<file path="src/rtl/plab5_mcore_net_msg_to_mem_resp_pkg.sv">
// Shared field layout for memory-response and network messages.
//   mem resp : { type(3) | opaque(mo) | test(2) | len(clog2(md/8)) | data(md) }
//   net msg  : { dest(ns) | src(ns) | opaque(no) | payload }
// Optional feature macro used by the adapter: PLAB5_NET_ADAPTER_STATS_EN.

`ifndef PLAB5_MCORE_NET_MSG_TO_MEM_RESP_PKG_SV
`define PLAB5_MCORE_NET_MSG_TO_MEM_RESP_PKG_SV

`define VC_MEM_RESP_MSG_LEN_NBITS(md)      ($clog2((md)/8))
`define VC_MEM_RESP_MSG_NBITS(mo,md)       (c_mem_resp_type_nbits + (mo) + c_mem_resp_test_nbits + `VC_MEM_RESP_MSG_LEN_NBITS(md) + (md))
`define VC_MEM_RESP_MSG_OPAQUE_MSB(mo,md)  (`VC_MEM_RESP_MSG_NBITS(mo,md) - c_mem_resp_type_nbits - 1)
`define VC_MEM_RESP_MSG_OPAQUE_FIELD(mo,md) `VC_MEM_RESP_MSG_OPAQUE_MSB(mo,md) -: (mo)

`define VC_NET_MSG_NBITS(p,no,ns)          ((p) + (no) + 2*(ns))
`define VC_NET_MSG_DEST_FIELD(p,no,ns)     (`VC_NET_MSG_NBITS(p,no,ns) - 1) -: (ns)
`define VC_NET_MSG_SRC_FIELD(p,no,ns)      (`VC_NET_MSG_NBITS(p,no,ns) - (ns) - 1) -: (ns)
`define VC_NET_MSG_OPAQUE_FIELD(p,no,ns)   ((p) + (no) - 1) -: (no)
`define VC_NET_MSG_PAYLOAD_FIELD(p,no,ns)  ((p) - 1) : 0

`endif

package plab5_mcore_net_msg_to_mem_resp_pkg;

  localparam int c_mem_resp_type_nbits = 3;
  localparam int c_mem_resp_test_nbits = 2;

endpackage

</file>
<file path="src/rtl/plab5_mcore_adapter_queue2.sv">
// Two-entry circular FIFO with val/rdy handshakes on both sides.
// enq_rdy depends only on registered occupancy, never on deq_rdy.

module plab5_mcore_adapter_queue2 #(
  parameter int p_nbits = 8
) (
  input  logic               clk,
  input  logic               reset_n,
  input  logic               sd,
  input  logic               enq_val,
  output logic               enq_rdy,
  input  logic [p_nbits-1:0] enq_msg,
  output logic               deq_val,
  input  logic               deq_rdy,
  output logic [p_nbits-1:0] deq_msg
);

  logic [p_nbits-1:0] entry [2];
  logic               wr_ptr;
  logic               rd_ptr;
  logic [1:0]         count;
  logic               enq;
  logic               deq;
  logic               unused_sd;

  // sd labels the carried data only; it does not steer the datapath
  assign unused_sd = sd;

  // handshake decode from registered occupancy
  always_comb begin
    enq_rdy = (count < 2'd2);
    deq_val = (count > 2'd0);
    deq_msg = entry[rd_ptr];
    enq     = enq_val && enq_rdy;
    deq     = deq_val && deq_rdy;
  end

  // storage, pointers and occupancy; reset drops any buffered entries
  always_ff @(posedge clk or negedge reset_n) begin
    if (!reset_n) begin
      entry[0] <= '0;
      entry[1] <= '0;
      wr_ptr   <= 1'b0;
      rd_ptr   <= 1'b0;
      count    <= 2'd0;
    end else begin
      if (enq) begin
        entry[wr_ptr] <= enq_msg;
        wr_ptr        <= ~wr_ptr;
      end
      if (deq) begin
        rd_ptr <= ~rd_ptr;
      end
      case ({enq, deq})
        2'b10:   count <= count + 2'd1;
        2'b01:   count <= count - 2'd1;
        default: count <= count;
      endcase
    end
  end

endmodule

</file>
<file path="src/rtl/plab5_mcore_net_msg_to_mem_resp.sv">
// Core-side receive adapter: network message -> memory response.
// Checks dest, strips the network header, clears the routing bits in the
// top of the memory opaque field, and buffers two responses.
// Optional: PLAB5_NET_ADAPTER_STATS_EN adds saturating delivered/dropped
// counters as outputs stat_delivered and stat_dropped.

module plab5_mcore_net_msg_to_mem_resp
  import plab5_mcore_net_msg_to_mem_resp_pkg::*;
#(
  parameter  int p_net_dest          = 0,
  parameter  int p_mem_opaque_nbits  = 8,
  parameter  int p_mem_data_nbits    = 32,
  parameter  int p_net_opaque_nbits  = 4,
  parameter  int p_net_srcdest_nbits = 3,
  localparam int c_mem_msg_nbits =
    `VC_MEM_RESP_MSG_NBITS(p_mem_opaque_nbits, p_mem_data_nbits),
  localparam int c_net_msg_nbits =
    `VC_NET_MSG_NBITS(c_mem_msg_nbits, p_net_opaque_nbits, p_net_srcdest_nbits)
) (
  input  logic                       clk,
  input  logic                       reset_n,
  input  logic                       sd,
  input  logic                       net_val,
  output logic                       net_rdy,
  input  logic [c_net_msg_nbits-1:0] net_msg,
  output logic                       mem_val,
  input  logic                       mem_rdy,
  output logic [c_mem_msg_nbits-1:0] mem_msg,
`ifdef PLAB5_NET_ADAPTER_STATS_EN
  output logic [15:0]                stat_delivered,
  output logic [15:0]                stat_dropped,
`endif
  output logic                       misroute
);

  localparam int c_mo = p_mem_opaque_nbits;
  localparam int c_md = p_mem_data_nbits;
  localparam int c_no = p_net_opaque_nbits;
  localparam int c_ns = p_net_srcdest_nbits;
  localparam logic [c_ns-1:0] c_dest = c_ns'(p_net_dest);

  logic [c_ns-1:0]            dest;
  logic [c_mem_msg_nbits-1:0] payload;
  logic                       dest_ok;
  logic                       accept;
  logic                       drop;
  logic                       enq_val;
  logic                       unused_hdr;

  // src and network opaque are not forwarded to the core
  assign unused_hdr = ^{net_msg[`VC_NET_MSG_SRC_FIELD(c_mem_msg_nbits, c_no, c_ns)],
                        net_msg[`VC_NET_MSG_OPAQUE_FIELD(c_mem_msg_nbits, c_no, c_ns)]};

  // dest check and opaque restore; routing bits live in the opaque MSBs
  always_comb begin
    dest    = net_msg[`VC_NET_MSG_DEST_FIELD(c_mem_msg_nbits, c_no, c_ns)];
    payload = net_msg[`VC_NET_MSG_PAYLOAD_FIELD(c_mem_msg_nbits, c_no, c_ns)];
    payload[`VC_MEM_RESP_MSG_OPAQUE_MSB(c_mo, c_md) -: c_ns] = '0;
    dest_ok = (dest == c_dest);
    accept  = net_val && net_rdy;
    drop    = accept && !dest_ok;
    enq_val = net_val && dest_ok;
  end

  plab5_mcore_adapter_queue2 #(
    .p_nbits (c_mem_msg_nbits)
  ) u_queue (
    .clk     (clk),
    .reset_n (reset_n),
    .sd      (sd),
    .enq_val (enq_val),
    .enq_rdy (net_rdy),
    .enq_msg (payload),
    .deq_val (mem_val),
    .deq_rdy (mem_rdy),
    .deq_msg (mem_msg)
  );

  // misroute is a registered one-cycle pulse after a dropped message
  always_ff @(posedge clk or negedge reset_n) begin
    if (!reset_n) begin
      misroute <= 1'b0;
    end else begin
      misroute <= drop;
    end
  end

`ifdef PLAB5_NET_ADAPTER_STATS_EN
  // saturating delivered/dropped counters
  always_ff @(posedge clk or negedge reset_n) begin
    if (!reset_n) begin
      stat_delivered <= 16'h0000;
      stat_dropped   <= 16'h0000;
    end else begin
      if (mem_val && mem_rdy && (stat_delivered != 16'hFFFF)) begin
        stat_delivered <= stat_delivered + 16'h0001;
      end
      if (drop && (stat_dropped != 16'hFFFF)) begin
        stat_dropped <= stat_dropped + 16'h0001;
      end
    end
  end
`endif

endmodule

</file>
<file path="config.mk">
export PLATFORM = sky130hd
export DESIGN_NAME = plab5_mcore_net_msg_to_mem_resp
export DESIGN_NICKNAME = d
export VERILOG_FILES = /design/src/rtl/plab5_mcore_net_msg_to_mem_resp_pkg.sv /design/src/rtl/plab5_mcore_adapter_queue2.sv /design/src/rtl/plab5_mcore_net_msg_to_mem_resp.sv
export SDC_FILE = /design/constraint.sdc
export NUM_CORES = 1
export LEC_CHECK = 0
export CORE_AREA = 2 2 93 95
export DETAILED_ROUTE_END_ITERATION = 10
export DIE_AREA = 0 0 95 97
export GPL_ROUTABILITY_DRIVEN = 1
export GPL_TIMING_DRIVEN = 1
export PLACE_DENSITY = 0.81
export SETUP_SLACK_MARGIN = 0.02
export SLEW_MARGIN = 20
export SYNTH_ARGS = -nofsm -noshare
export SYNTH_HDL_FRONTEND = slang
export SYNTH_SLANG_ARGS = --single-unit
</file>
<file path="constraint.sdc">
create_clock -name clk -period 3.5 [get_ports clk]
set_input_delay 0.35 -clock clk [delete_from_list [all_inputs] [get_ports clk]]
set_output_delay 0.35 -clock clk [all_outputs]
set_load 0.05 [all_outputs]
</file>
After elaboration in Yosys (flattened, before gate mapping)
Index checks and enable logic that the tools add are counted.
{ "word_totals": {"wordCells": 35, "mem_bits_rw": 0, "mem_bits_ro": 0, "ff_bits": 99, "latchBits": 0, "output_inout_bits": 50, "input_bits": 62, "mem_count": 0} }
{ "op_classes": {"n_eq_ne": 2, "div_mod_pow": 0, "bitwise_logic": 4, "order_cmp": 5, "n_mux": 7, "n_mul": 0, "reduce_logical": 9, "shifts": 0, "n_addsub": 2} }
{ "ops": {"columns": ["operator", "n"], "rows": [
  ["47-bit 2-to-1 mux", 4],
  ["94-bit bitwise mux", 1],
  ["47-bit demux with 1-bit select", 1],
  ["1-bit logical AND", 6],
  ["2-bit greater-or-equal comparator, second input constant", 2],
  ["1-bit NOT with 2-bit output", 2],
  ["2-bit one-hot mux with 2 select lines", 1],
  ["3-bit zero test", 1],
  ["2-bit by 1-bit adder with 2-bit output, second input constant", 1],
  ["2-bit by 1-bit == test with 1-bit output, second input constant", 1],
  ["2-bit == test, second input constant", 1],
  ["2-bit by 1-bit greater-than comparator with 1-bit output, second input constant", 1],
  ["2-bit by 1-bit less-than comparator with 1-bit output, second input constant", 1],
  ["2-bit less-than comparator, second input constant", 1],
  ["1-bit NOT", 2],
  ["2-bit nonzero test", 1],
  ["2-bit by 1-bit subtractor with 2-bit output, second input constant", 1],
  ["1-bit zero test", 1]
]} }

Logic depth before layout (Yosys ltp)
{ "logic_depth": {"ltp_word": 6, "depth_mapped": 6} }

Hierarchy
Synthesis repeated with hierarchy kept, for this count alone.
{ "hier_totals": {"hier_cells": 271, "area_unflattened_um2": 4426.7} }
{ "modules_own_cells": {"columns": ["mod", "area_each_um2", "n_inst", "cells_per_inst", "seq_area_each_um2"], "rows": [
  ["plab5_mcore_adapter_queue2", 4379.2, 1, 267, 2452.4],
  ["plab5_mcore_net_msg_to_mem_resp", 47.5, 1, 4, 25.0]
]} }

Worst setup path before layout
OpenSTA, ideal clock, no wires.
{ "synth_path": {"path_kind": "reg2out", "startpoint": "reg u_queue.rd_ptr", "endpoint": "out mem_msg[10]", "path_buffers": 2, "path_slack_ps": 1705, "required_ps": 3150, "stages_incl_launch_ff": 4, "arrival_ps": 1445, "path_cell_list": "dfrtp_1 > clkbuf_1 > clkbuf_1 > mux2_2"} }
{ "synth_between": {"elab_chain_cells": 4} }
{ "synth_rtl": {"columns": ["element", "line", "rtl"], "rows": [
  ["from (decl)", "plab5_mcore_adapter_queue2.sv:20", "logic rd_ptr;"],
  ["from (signal assigned)", "plab5_mcore_adapter_queue2.sv:52", "rd_ptr <= ~rd_ptr;"],
  ["1-bit NOT with 2-bit output (implied by the code)", "plab5_mcore_adapter_queue2.sv:33", "deq_msg = entry[rd_ptr];"],
  ["47-bit 2-to-1 mux (implied by the code) (3 in series)", "plab5_mcore_adapter_queue2.sv:33", null],
  ["to (decl)", "plab5_mcore_net_msg_to_mem_resp.sv:28", "output logic [c_mem_msg_nbits-1:0] mem_msg,"]
]} }
No other way between the ends. The select of a mux whose other input is x is not followed.

Final worst setup path
{ "layout_path": {"startpoint": "reg u_queue.rd_ptr", "endpoint": "out mem_msg[29]"} }
Same word-level chain as after synthesis.

==> impl_results.md <==
* Status: finished, final reports clean
* Worst-skew pair later-pin latency at 0.36 ns
* Via count at around 2400
* Final Net Count at 421
* Setup violations, final at 0
* Ys flop type: dfrtp_1
* Critical path capture point type: primary output
* Root buffer cell: clkbuf_8
* Core Util, Final at between 60 and 70%
* Setup TNS at 0 ns
* Setup Fix Bufs, Post-CTS at 0
* Critical Path Start: u_queue.rd_ptr
* Worst EP required at around 3.2 ns
* Overall global routing resource usage at a little under a fifth
* First-pass GRT wire length at approximately 13 mm
* Clock transition at path regs at ~0.090 ns
* Area delta synth->final at 29.6%
* Worst VDD drop at a little over 500 µV
* TritonRoute pass-1 iters at 3
* Number of flops mapped to enable cells by yosys at 0
* DP HPWL at between 5 and 6 mm
* Initial Utilization at roughly 52%
* Worst reg2reg path startpoint: u_queue.count[1]
* Vias in the first global route at about 2700
* Post-Route WL at 7.96 mm
* Routed len/inst at between 15 and 20 µm
* Worst clock skew at just under 0.008 ns
* Routed Antenna Nets at 0
* RSZ-0062 raised after global routing: no
* Count leader, synth: dfrtp_1
* Die area at around 9000 µm²
* Die span in y at 97 µm
* DRC viols at 0
* Largest net degree at the start of global routing at 45
* Tcrit/Tclk final at 79.5%
* Initial antenna violation count at 0
* Synth area leader: dfrtp_1
* Hold Vio Cnt, Final at 0
* Post-synthesis sequential area ratio at a little under three fifths
* Actual slew at the worst max-slew pin at a little under 1 ns
* DR iter-0 viols at between 40 and 50
* Critical path arrival at approximately 2.4 ns
* Clk buf depth at 2
* # hold bufs at CTS at 1
* I/O Pins at between 100 and 150
* Core area at about 8000 µm²
* Gp weighted congestion at approximately 0.67
* DIE WIDTH at 95 µm
* Critical Path Fanout Max at 23
* Max-slew headroom at between 30% and 40%
* Max-cap violations at 0
* PortBufs at 97
* Vias per inst at roughly 5.2
* Yosys warning count at 0
* Synthesized instance count at around 260
* Number of fill cells at approximately 630
* P_leak at around 2.6 nW
* TritonCTS clock tree: done
* Row count at 33
* Synthesized flop and latch total at slightly above 90
* Hold crit path type: primary input to asynchronous set/reset pin
* Non-Filler Instances at 468
* H-tree depth at 3
* Placed Instances at ~450
* Async SR Flop Fraction at between 90% and 100%
* Minimum clock period at around 2.8 ns
* Post-Syn Area at approximately 4200 µm²
* Antenna fix cells at 0
* Power density cells at 996 nW/µm²
* CTS Buf Count at 9
* Fmax at around 0.36 GHz
* Top cell type's share of synthesized area at a little under three fifths
* CP Launch Type: flop
* Syn avg cell area at around 16 µm²
* Critical setup path kind: flop to primary output
* Gr ovfl total at 0
* Commonest cells post-synth: dfrtp_1, mux2_2, mux2_4, clkbuf_1
* Final Slew Violations at 0
* Resize count post-CTS at 0
* Layout cells sized above 1 at 43.3%
* Total clock sinks at 93
* Synth unique cells at 20
* Synth top area cells: dfrtp_1, mux2_2, mux2_4
-- registers in the layout, summed over array words and instances (netlist names) --
register / count
u_queue.count: 2
misroute: 1
u_queue.entry: 88
u_queue.wr_ptr: 1
u_queue.rd_ptr: 1
-- power breakdown --
| group | internal (mW) | switching [mW] |
|---|---|---|
| registers | 1.50 | 0.280 |
| logic | 1.35 | 1.63 |
| clock network | 0.300 | 0.366 |
-- final cells by class --
type                    count  area [µm²]  area share [%]
clock buffers              12         155            2.85
clock inverters             4        31.3           0.574
inverters                   1        3.75          0.0689
multi-input cells         150        1770            32.5
flip-flops and latches     93        2330            42.7
well taps                 105         131            2.41
repair buffers            103        1030            18.9
-- per-layer routing --
metal	vias to the layer above	GRT usage [%]	routed length [µm]
met4	0	5.02	80
met5	-	0	0
met2	64	30.6	4040
met3	5	6.00	407
li1	1106	-	-
met1	1239	22.9	3430
-- cells in the final DEF (no fill, tap or decap) --
| cell | instances |
|---|---|
| clkbuf_8 | 11 |
| inv_6 | 1 |
| dfrtp_1 | 92 |
| xor2_1 | 1 |
| xnor2_1 | 4 |
| and2_1 | 1 |
| clkinvlp_4 | 3 |
| nand4b_1 | 1 |
| mux2_4 | 40 |
| clkbuf_1 | 1 |
| o311a_1 | 1 |
| dlygate4sd3_1 | 1 |
| or2_2 | 1 |
| clkdlybuf4s50_1 | 96 |
| inv_1 | 1 |
| mux2_2 | 92 |
| dfrtp_2 | 1 |
| ha_1 | 1 |
| buf_4 | 5 |
| nand2b_1 | 2 |
| nor3_2 | 1 |
| or3b_4 | 1 |
| buf_12 | 1 |
| nor2_1 | 1 |
| conb_1 | 3 |
-- cell families after synthesis --
logic type / share of synthesized area [%]
buffers and inverters: 2.80
xor gates and xnor gates: 1.04
and+or+nand+nor: 1.34
adders and majority gates: 0.297
AOI/OAI and AO/OA: 0.238
other: 0.0891
muxes: 38.9
DFF: 55.3
-- final timing paths --
check	slack (ns)	end	depth (start not counted)
max	0.72	mem_msg[29]	3
min	0.51	misroute	2
max reg2reg	1.60	u_queue.entry[65]	3
min reg2reg	0.51	u_queue.entry[1]	1
max in group asynchronous	2.13	u_queue.entry[23]	3
min in group clk	0.51	u_queue.entry[1]	1
-- per-stage QoR --
step           setup slack, ns  hold slack, ns  instance area (µm²)  power, mW
3_5_place_dp              1.04           0.344                 5260       4.80
5_1_grt                  0.600           0.520                 5450       5.70
3_3_place_gp              1.06           0.347                 5260       4.74
6_report                 0.718           0.506                 5450       5.43
2_1_floorplan             1.70          0.0544                 4220       3.90
4_1_cts                  0.651           0.508                 5450       5.49
-- critical path, cell delays in order (launching register included) --
cell and delay [ns]:
dfrtp_2 0.74, buf_12 0.26, mux2_2 0.36, clkdlybuf4s50_1 0.71
No activity file was read; power rests on OpenSTA's default activity.
